`config.mk`:
```
export PLATFORM = sky130hd
export DESIGN_NAME = spi_arbiter
export DESIGN_NICKNAME = d
export VERILOG_FILES = /design/src/rtl/spi_arbiter.sv
export SDC_FILE = /design/constraint.sdc
export NUM_CORES = 1
export LEC_CHECK = 0
export ABC_CLOCK_PERIOD_IN_PS = 6100
export BUFFER_PORTS_ARGS = -buffer_cell sky130_fd_sc_hd__buf_2
export CAP_MARGIN = 20
export CORE_AREA = 2 2 48 50
export DETAILED_ROUTE_END_ITERATION = 8
export DIE_AREA = 0 0 50 52
export GPL_ROUTABILITY_DRIVEN = 0
export GPL_TIMING_DRIVEN = 0
export PLACE_DENSITY = 0.75
export REMOVE_ABC_BUFFERS = 1
export SLEW_MARGIN = 20
export SYNTH_ARGS = -nofsm -noshare
export SYNTH_HDL_FRONTEND = slang
export SYNTH_SLANG_ARGS = --single-unit
export TNS_END_PERCENT = 5
```
`constraint.sdc`:
```
create_clock -name SClk -period 6.1 [get_ports SClk]
set_input_delay 0.61 -clock SClk [delete_from_list [all_inputs] [get_ports SClk]]
set_output_delay 0.61 -clock SClk [all_outputs]
set_load 0.02 [all_outputs]
```
`src/rtl/spi_arbiter.sv`:
```
// spi_arbiter - shares the single MCU SPI link (one SPIMux, one nMCUSel)
// between several on-cart SPI masters. Requester 0 is the RTC.
//  - round-robin grant, one owner at a time
//  - owner's SPI controls are muxed combinationally onto the SPIMux inputs
//  - a byte in flight is never cut (DRAIN waits for the owner's clock to stop)
//  - nMCUSel is held high for GUARD_CYCLES cycles between owners
// Optional idle-owner watchdog: compile with SPIARB_TIMEOUT_EN defined.
module spi_arbiter #(
    parameter int NUM_REQ        = 3,
    parameter int GUARD_CYCLES   = 4,
    parameter int TIMEOUT_CYCLES = 4096
) (
    input  logic                       SClk,
    input  logic                       nReset,
    input  logic [NUM_REQ-1:0]         Req,
    output logic [NUM_REQ-1:0]         Grant,
    input  logic [NUM_REQ-1:0]         ReqClkRunning,
    input  logic [NUM_REQ-1:0]         ReqClkStretch,
    input  logic [NUM_REQ-1:0]         ReqSPIDo,
    input  logic [NUM_REQ-1:0]         ReqnSel,
    output logic                       SPIClkRunning,
    output logic                       SPIClkStretch,
    output logic                       SPIDo,
    output logic                       nMCUSel,
    output logic                       Busy,
    output logic [$clog2(NUM_REQ)-1:0] Owner,
    output logic                       TimeoutFlag
);

    localparam int OWNER_W = $clog2(NUM_REQ);

    localparam logic [1:0] ST_IDLE  = 2'd0;
    localparam logic [1:0] ST_OWNED = 2'd1;
    localparam logic [1:0] ST_DRAIN = 2'd2;
    localparam logic [1:0] ST_GUARD = 2'd3;

    localparam logic [3:0]         GUARD_LOAD = 4'(GUARD_CYCLES - 1);
    // Pointer starts at the last index so requester 0 wins the first contest.
    localparam logic [OWNER_W-1:0] PTR_INIT   = OWNER_W'(NUM_REQ - 1);

    genvar gi;

    // Reject parameter values the counters and owner encoding cannot hold.
    generate
        if (NUM_REQ < 2 || NUM_REQ > 8 || GUARD_CYCLES < 1 || GUARD_CYCLES > 15 ||
            TIMEOUT_CYCLES < 1) begin : g_param_check
            $error("spi_arbiter: parameter out of range");
        end
    endgenerate

    logic [1:0]         state_reg, state_next;
    logic [OWNER_W-1:0] owner_reg, owner_next;
    logic [OWNER_W-1:0] ptr_reg, ptr_next;
    logic [3:0]         guard_cnt_reg, guard_cnt_next;
    logic [NUM_REQ-1:0] eligible;
    logic [OWNER_W-1:0] pick_idx;
    logic               pick_valid;
    logic               link_owned;
    logic               timeout_fire;
    int                 cand;

`ifdef SPIARB_TIMEOUT_EN
    localparam int            WD_W    = $clog2(TIMEOUT_CYCLES + 1);
    localparam logic [WD_W-1:0] WD_MAX  = WD_W'(TIMEOUT_CYCLES);
    localparam logic [WD_W-1:0] WD_LAST = WD_W'(TIMEOUT_CYCLES - 1);

    logic [WD_W-1:0]    wd_cnt_reg;
    logic               timeout_flag_reg;
    logic [NUM_REQ-1:0] mask_reg, mask_next;

    // Fires on the cycle the idle-owner count would reach the limit.
    assign timeout_fire = (state_reg == ST_OWNED) && Req[owner_reg] &&
                          !ReqClkRunning[owner_reg] && (wd_cnt_reg == WD_LAST);

    // A timed-out requester stays masked until it drops its Req.
    generate
        for (gi = 0; gi < NUM_REQ; gi++) begin : g_mask
            assign mask_next[gi] = (timeout_fire && (owner_reg == OWNER_W'(gi))) ? 1'b1
                                 : (mask_reg[gi] & Req[gi]);
            assign eligible[gi]  = Req[gi] & ~mask_reg[gi];
        end
    endgenerate

    // Watchdog: counts owned cycles with the owner's clock stopped, saturating.
    always_ff @(posedge SClk or negedge nReset) begin
        if (!nReset) begin
            wd_cnt_reg <= '0;
        end else if (state_reg != ST_OWNED || ReqClkRunning[owner_reg]) begin
            wd_cnt_reg <= '0;
        end else if (wd_cnt_reg != WD_MAX) begin
            wd_cnt_reg <= wd_cnt_reg + WD_W'(1);
        end
    end

    // Mask bits and the one-cycle timeout pulse.
    always_ff @(posedge SClk or negedge nReset) begin
        if (!nReset) begin
            mask_reg         <= '0;
            timeout_flag_reg <= 1'b0;
        end else begin
            mask_reg         <= mask_next;
            timeout_flag_reg <= timeout_fire;
        end
    end

    assign TimeoutFlag = timeout_flag_reg;
`else
    assign timeout_fire = 1'b0;
    assign TimeoutFlag  = 1'b0;

    generate
        for (gi = 0; gi < NUM_REQ; gi++) begin : g_elig
            assign eligible[gi] = Req[gi];
        end
    endgenerate
`endif

    // Round-robin pick: first eligible index scanning upward from ptr+1, wrapping.
    always_comb begin
        pick_valid = 1'b0;
        pick_idx   = '0;
        cand       = 0;
        for (int i = 1; i <= NUM_REQ; i++) begin
            cand = int'(ptr_reg) + i;
            if (cand >= NUM_REQ) begin
                cand = cand - NUM_REQ;
            end
            if (!pick_valid && eligible[cand]) begin
                pick_valid = 1'b1;
                pick_idx   = OWNER_W'(cand);
            end
        end
    end

    // Next-state logic for the ownership FSM and guard counter.
    always_comb begin
        state_next     = state_reg;
        owner_next     = owner_reg;
        ptr_next       = ptr_reg;
        guard_cnt_next = guard_cnt_reg;
        case (state_reg)
            ST_IDLE: begin
                if (pick_valid) begin
                    state_next = ST_OWNED;
                    owner_next = pick_idx;
                    ptr_next   = pick_idx;
                end
            end
            ST_OWNED: begin
                if (!Req[owner_reg]) begin
                    if (ReqClkRunning[owner_reg]) begin
                        state_next = ST_DRAIN;
                    end else begin
                        state_next     = ST_GUARD;
                        guard_cnt_next = GUARD_LOAD;
                    end
                end else if (timeout_fire) begin
                    state_next     = ST_GUARD;
                    guard_cnt_next = GUARD_LOAD;
                end
            end
            ST_DRAIN: begin
                // Hold the link until the byte in flight has finished shifting.
                if (!ReqClkRunning[owner_reg]) begin
                    state_next     = ST_GUARD;
                    guard_cnt_next = GUARD_LOAD;
                end
            end
            ST_GUARD: begin
                if (guard_cnt_reg == 4'd0) begin
                    state_next = ST_IDLE;
                end else begin
                    guard_cnt_next = guard_cnt_reg - 4'd1;
                end
            end
            default: begin
                state_next = ST_IDLE;
            end
        endcase
    end

    // FSM, owner, round-robin pointer and guard counter registers.
    always_ff @(posedge SClk or negedge nReset) begin
        if (!nReset) begin
            state_reg     <= ST_IDLE;
            owner_reg     <= '0;
            ptr_reg       <= PTR_INIT;
            guard_cnt_reg <= '0;
        end else begin
            state_reg     <= state_next;
            owner_reg     <= owner_next;
            ptr_reg       <= ptr_next;
            guard_cnt_reg <= guard_cnt_next;
        end
    end

    assign link_owned = (state_reg == ST_OWNED) || (state_reg == ST_DRAIN);
    assign Busy       = (state_reg != ST_IDLE);
    assign Owner      = owner_reg;

    generate
        for (gi = 0; gi < NUM_REQ; gi++) begin : g_grant
            assign Grant[gi] = link_owned && (owner_reg == OWNER_W'(gi));
        end
    endgenerate

    // Link mux: follow the owner while owned/draining, otherwise park the link idle.
    always_comb begin
        SPIClkRunning = 1'b0;
        SPIClkStretch = 1'b0;
        SPIDo         = 1'b1;
        nMCUSel       = 1'b1;
        if (link_owned) begin
            SPIClkRunning = ReqClkRunning[owner_reg];
            SPIClkStretch = ReqClkStretch[owner_reg];
            SPIDo         = ReqSPIDo[owner_reg];
            nMCUSel       = ReqnSel[owner_reg];
        end
    end

endmodule

```
==> metrics.txt <==
# TYPE chip_impl_metric gauge
chip_impl_metric{name="post_synth_instance_area",unit="um2"} 959.7
chip_impl_metric{name="max_freq",unit="GHz"} 0.4349
chip_impl_metric{name="clk_pin_slew_worst_paths",unit="ns"} 0.06
chip_impl_metric{name="detailed_place_hpwl",unit="um"} 1555
chip_impl_metric{name="largest_register_ff_count",unit=""} 4
chip_impl_metric{name="leakagePower",unit="uW"} 0.0005354
chip_impl_metric{name="drt-initial-drc-count",unit=""} 6
chip_impl_metric{name="critPathRequiredTime",unit="ns"} 6.24
chip_impl_metric{name="grt_antenna_before_repair",unit=""} 0
chip_impl_metric{name="critical_path.max_fanout",unit=""} 13
chip_impl_metric{name="drc",unit=""} 0
chip_impl_metric{name="cts.repair_timing.setup_buffer_count",unit=""} 0
chip_impl_metric{name="post_synth_inst_count",unit=""} 110
chip_impl_metric{name="count_of_max_cap_constraint_violations",unit=""} 0
chip_impl_metric{name="period_share",unit="%"} 37.69
chip_impl_metric{name="ys_ff_latch",unit=""} 9
chip_impl_metric{name="vias_per_cell",unit=""} 5.222
chip_impl_metric{name="cts.htree.levels",unit=""} 1
chip_impl_info{name="startpoint_type",value="register"} 1
chip_impl_metric{name="slew_violations",unit=""} 0
chip_impl_metric{name="antenna_violating_nets_post_route",unit=""} 0
chip_impl_metric{name="area.growth.synth_to_final",unit="%"} 14.47
chip_impl_metric{name="cts_repair_resize_count",unit=""} 0
chip_impl_metric{name="final_total_negative_setup_slack",unit="ns"} 0
chip_impl_metric{name="avgRoutedWirePerCell",unit="um"} 12.12
chip_impl_metric{name="synth_area_per_cell",unit="um2"} 8.724
chip_impl_metric{name="port_buffers",unit=""} 26
chip_impl_metric{name="finalSetupViolCount",unit=""} 0
chip_impl_metric{name="synth_cell_type_count",unit=""} 43
chip_impl_metric{name="total_number_of_vias",unit=""} 846
chip_impl_info{name="worst-setup-path-type",value="register to register"} 1
chip_impl_metric{name="worst_clock_skew",unit="ns"} 0.007215
chip_impl_metric{name="fp-row-count",unit=""} 17
chip_impl_metric{name="yosys.area.top_type_share",unit="%"} 20.86
chip_impl_info{name="min-delay-path-class",value="input pin to async pin"} 1
chip_impl_info{name="post-synth-top-area-cell",value="sky130_fd_sc_hd__dfrtp_1"} 1
chip_impl_metric{name="power_per_cell_area",unit="nW/um2"} 515.2
chip_impl_metric{name="ys.warnings.count",unit=""} 0
chip_impl_info{name="cp-end-kind",value="register"} 1
chip_impl_metric{name="worst_skew_pair.late_latency",unit="ns"} 0.26
chip_impl_metric{name="wire_length_of_the_first_global_routing_pass",unit="um"} 3429
chip_impl_info{name="tritoncts_clock_tree",value="yes"} 1
chip_impl_metric{name="antenna_cells",unit=""} 0
chip_impl_metric{name="cts_made_buffers",unit=""} 3
chip_impl_info{name="final_cell_mix",value="sky130_fd_sc_hd__buf_2, sky130_fd_sc_hd__inv_1, sky130_fd_sc_hd__dfrtp_1, sky130_fd_sc_hd__ha_1"} 1
chip_impl_metric{name="die_width",unit="um"} 50
chip_impl_metric{name="fraction_of_the_yosys_area_taken_by_sequential_cells",unit="%"} 23.60
chip_impl_info{name="status",value="finished, final reports clean"} 1
chip_impl_info{name="unrepaired_setup_endpoints_after_global_routing",value="false"} 1
chip_impl_metric{name="final_net_count",unit=""} 160
chip_impl_metric{name="number_of_sinks_handled_by_clock_tree_synthesis",unit=""} 9
chip_impl_metric{name="utilization",unit="%"} 52.17
chip_impl_metric{name="fillers",unit=""} 191
chip_impl_info{name="synth.area.top_cells",value="sky130_fd_sc_hd__dfrtp_1, sky130_fd_sc_hd__ha_1, sky130_fd_sc_hd__mux2i_1"} 1
chip_impl_metric{name="gr-total-overflow",unit=""} 0
chip_impl_metric{name="fp.dieArea",unit="um2"} 2600
chip_impl_metric{name="ir_drop",unit="V"} 0.0002185
chip_impl_metric{name="grt_start_max_net_pins",unit=""} 14
chip_impl_metric{name="finalHoldViolations",unit=""} 0
chip_impl_metric{name="detail_route.wirelength",unit="um"} 1963
chip_impl_metric{name="first_global_vias",unit=""} 801
chip_impl_metric{name="num_io_pins",unit=""} 28
chip_impl_metric{name="grt_use_total",unit="%"} 16.62
chip_impl_info{name="layout_commonest_cell",value="sky130_fd_sc_hd__buf_2"} 1
chip_impl_metric{name="chipHeight",unit="um"} 52
chip_impl_metric{name="fin_crit",unit="ns"} 2.299
chip_impl_metric{name="initial_core_utilization",unit="%"} 45.57
chip_impl_metric{name="cts.hold.buffers_added",unit=""} 0
chip_impl_metric{name="drt_pre_antenna_iters",unit=""} 4
chip_impl_metric{name="critPathArrivalTime",unit="ns"} 2.44
chip_impl_metric{name="coreArea",unit="um2"} 2106
chip_impl_info{name="clock-root-buffer",value="sky130_fd_sc_hd__clkbuf_4"} 1
chip_impl_metric{name="clock_tree.buffer_depth",unit=""} 2
chip_impl_metric{name="post_route_cells_drive_above_1_share",unit="%"} 31.34
[logic make-up (layout without fill, tap and decap cells)]
family | after synthesis | after routing | share of synthesized area [%]
buf+inv | 18 | 42 | 10.30
mux | 6 | 6 | 6.779
compound gates | 38 | 38 | 31.03
fa+ha+maj | 8 | 8 | 10.43
other cells | 1 | 1 | 0.3908
flops | 9 | 9 | 23.60
simple gates | 30 | 30 | 17.47
[cell type report]
cell class	count	area (um2)	area share [%]
repair buffers	26	130.1	11.85
inverters	12	45.04	4.100
flip-flops and latches	9	226.5	20.62
clock buffers	3	22.52	2.050
multi-input cells	83	634.4	57.75
clock inverters	1	5.005	0.4556
well taps	28	35.03	3.189
[worst paths after layout]
kind / from / endpoint / slack, ns / cells past startpoint
worst max register to register: Owner[0] / state_reg[1] / 3.80 / 6
worst min register to register: ptr_reg[1] / ptr_reg[1] / 0.54 / 1
worst min-delay path: nReset / guard_cnt_reg[0] / 0.19 / 1
worst max-delay path: Owner[0] / state_reg[1] / 3.80 / 6
max in group asynchronous: nReset / ptr_reg[1] / 5.67 / 1
min in group SClk: ptr_reg[1] / ptr_reg[1] / 0.54 / 1
[cells in the mapped netlist]
cell type and count:
sky130_fd_sc_hd__a211o_1 1, sky130_fd_sc_hd__a211oi_1 2, sky130_fd_sc_hd__a21boi_2 2, sky130_fd_sc_hd__a21o_1 2, sky130_fd_sc_hd__a21oi_1 6, sky130_fd_sc_hd__a21oi_2 1, sky130_fd_sc_hd__a21oi_4 1, sky130_fd_sc_hd__a221oi_1 2
sky130_fd_sc_hd__a221oi_2 1, sky130_fd_sc_hd__a22o_1 2, sky130_fd_sc_hd__a22oi_1 1, sky130_fd_sc_hd__a41o_1 1, sky130_fd_sc_hd__and2_1 3, sky130_fd_sc_hd__and3_1 2, sky130_fd_sc_hd__buf_2 1, sky130_fd_sc_hd__buf_4 2
sky130_fd_sc_hd__buf_6 3, sky130_fd_sc_hd__conb_1 1, sky130_fd_sc_hd__dfrtp_1 8, sky130_fd_sc_hd__dfstp_2 1, sky130_fd_sc_hd__ha_1 8, sky130_fd_sc_hd__inv_1 11, sky130_fd_sc_hd__inv_2 1, sky130_fd_sc_hd__mux2_4 1
sky130_fd_sc_hd__mux2i_1 5, sky130_fd_sc_hd__nand2_1 6, sky130_fd_sc_hd__nand2b_1 3, sky130_fd_sc_hd__nand3_1 1, sky130_fd_sc_hd__nand3b_1 2, sky130_fd_sc_hd__nor2_1 4, sky130_fd_sc_hd__nor2b_1 2, sky130_fd_sc_hd__nor2b_2 1
sky130_fd_sc_hd__nor3_1 2, sky130_fd_sc_hd__nor3b_1 3, sky130_fd_sc_hd__o211a_1 1, sky130_fd_sc_hd__o211ai_1 2, sky130_fd_sc_hd__o211ai_2 1, sky130_fd_sc_hd__o21ai_0 4, sky130_fd_sc_hd__o21ai_1 4, sky130_fd_sc_hd__o21ai_2 1
sky130_fd_sc_hd__o22ai_1 2, sky130_fd_sc_hd__o2bb2ai_2 1, sky130_fd_sc_hd__or3_1 1
[per-layer routing]
metal  vias up  GRT usage (%)  wire length [um]
li1        440              -                 -
met1       394          22.02               924
met2        10          27.63               972
met3         2          2.299                60
met4         0          5.556                 5
met5         -              0                 0
[report_power, final]
| group | switching (uW) | internal [uW] | total [uW] |
|---|---|---|---|
| Sequential | 36.5 | 85.6 | 122 |
| Combinational | 234 | 166 | 399 |
| Clock | 20.3 | 24.1 | 44.5 |
[worst max-delay path, stage by stage, from the launching register on]
cell                       delay (ns)
sky130_fd_sc_hd__dfrtp_1         0.64
sky130_fd_sc_hd__inv_2           0.13
sky130_fd_sc_hd__ha_1            0.43
sky130_fd_sc_hd__nor3b_1         0.20
sky130_fd_sc_hd__a221oi_2        0.34
sky130_fd_sc_hd__o211ai_2        0.13
sky130_fd_sc_hd__mux2_4          0.31
[stage by stage]
step / worst slack (ns) / hold slack [ns] / area, um2 / cells / power (uW)
floorplan: 3.953 / 0.3144 / 905.9 / 104 / 424.2
global placement: 3.841 / 0.4695 / 1071 / 158 / 509.4
detailed placement: 3.781 / 0.4710 / 1071 / 158 / 523.5
CTS: 3.778 / 0.1844 / 1099 / 162 / 569.6
global route: 3.630 / 0.1904 / 1099 / 162 / 619.3
finish: 3.801 / 0.1871 / 1099 / 162 / 565.9
Power figures use the tool's default switching activity.
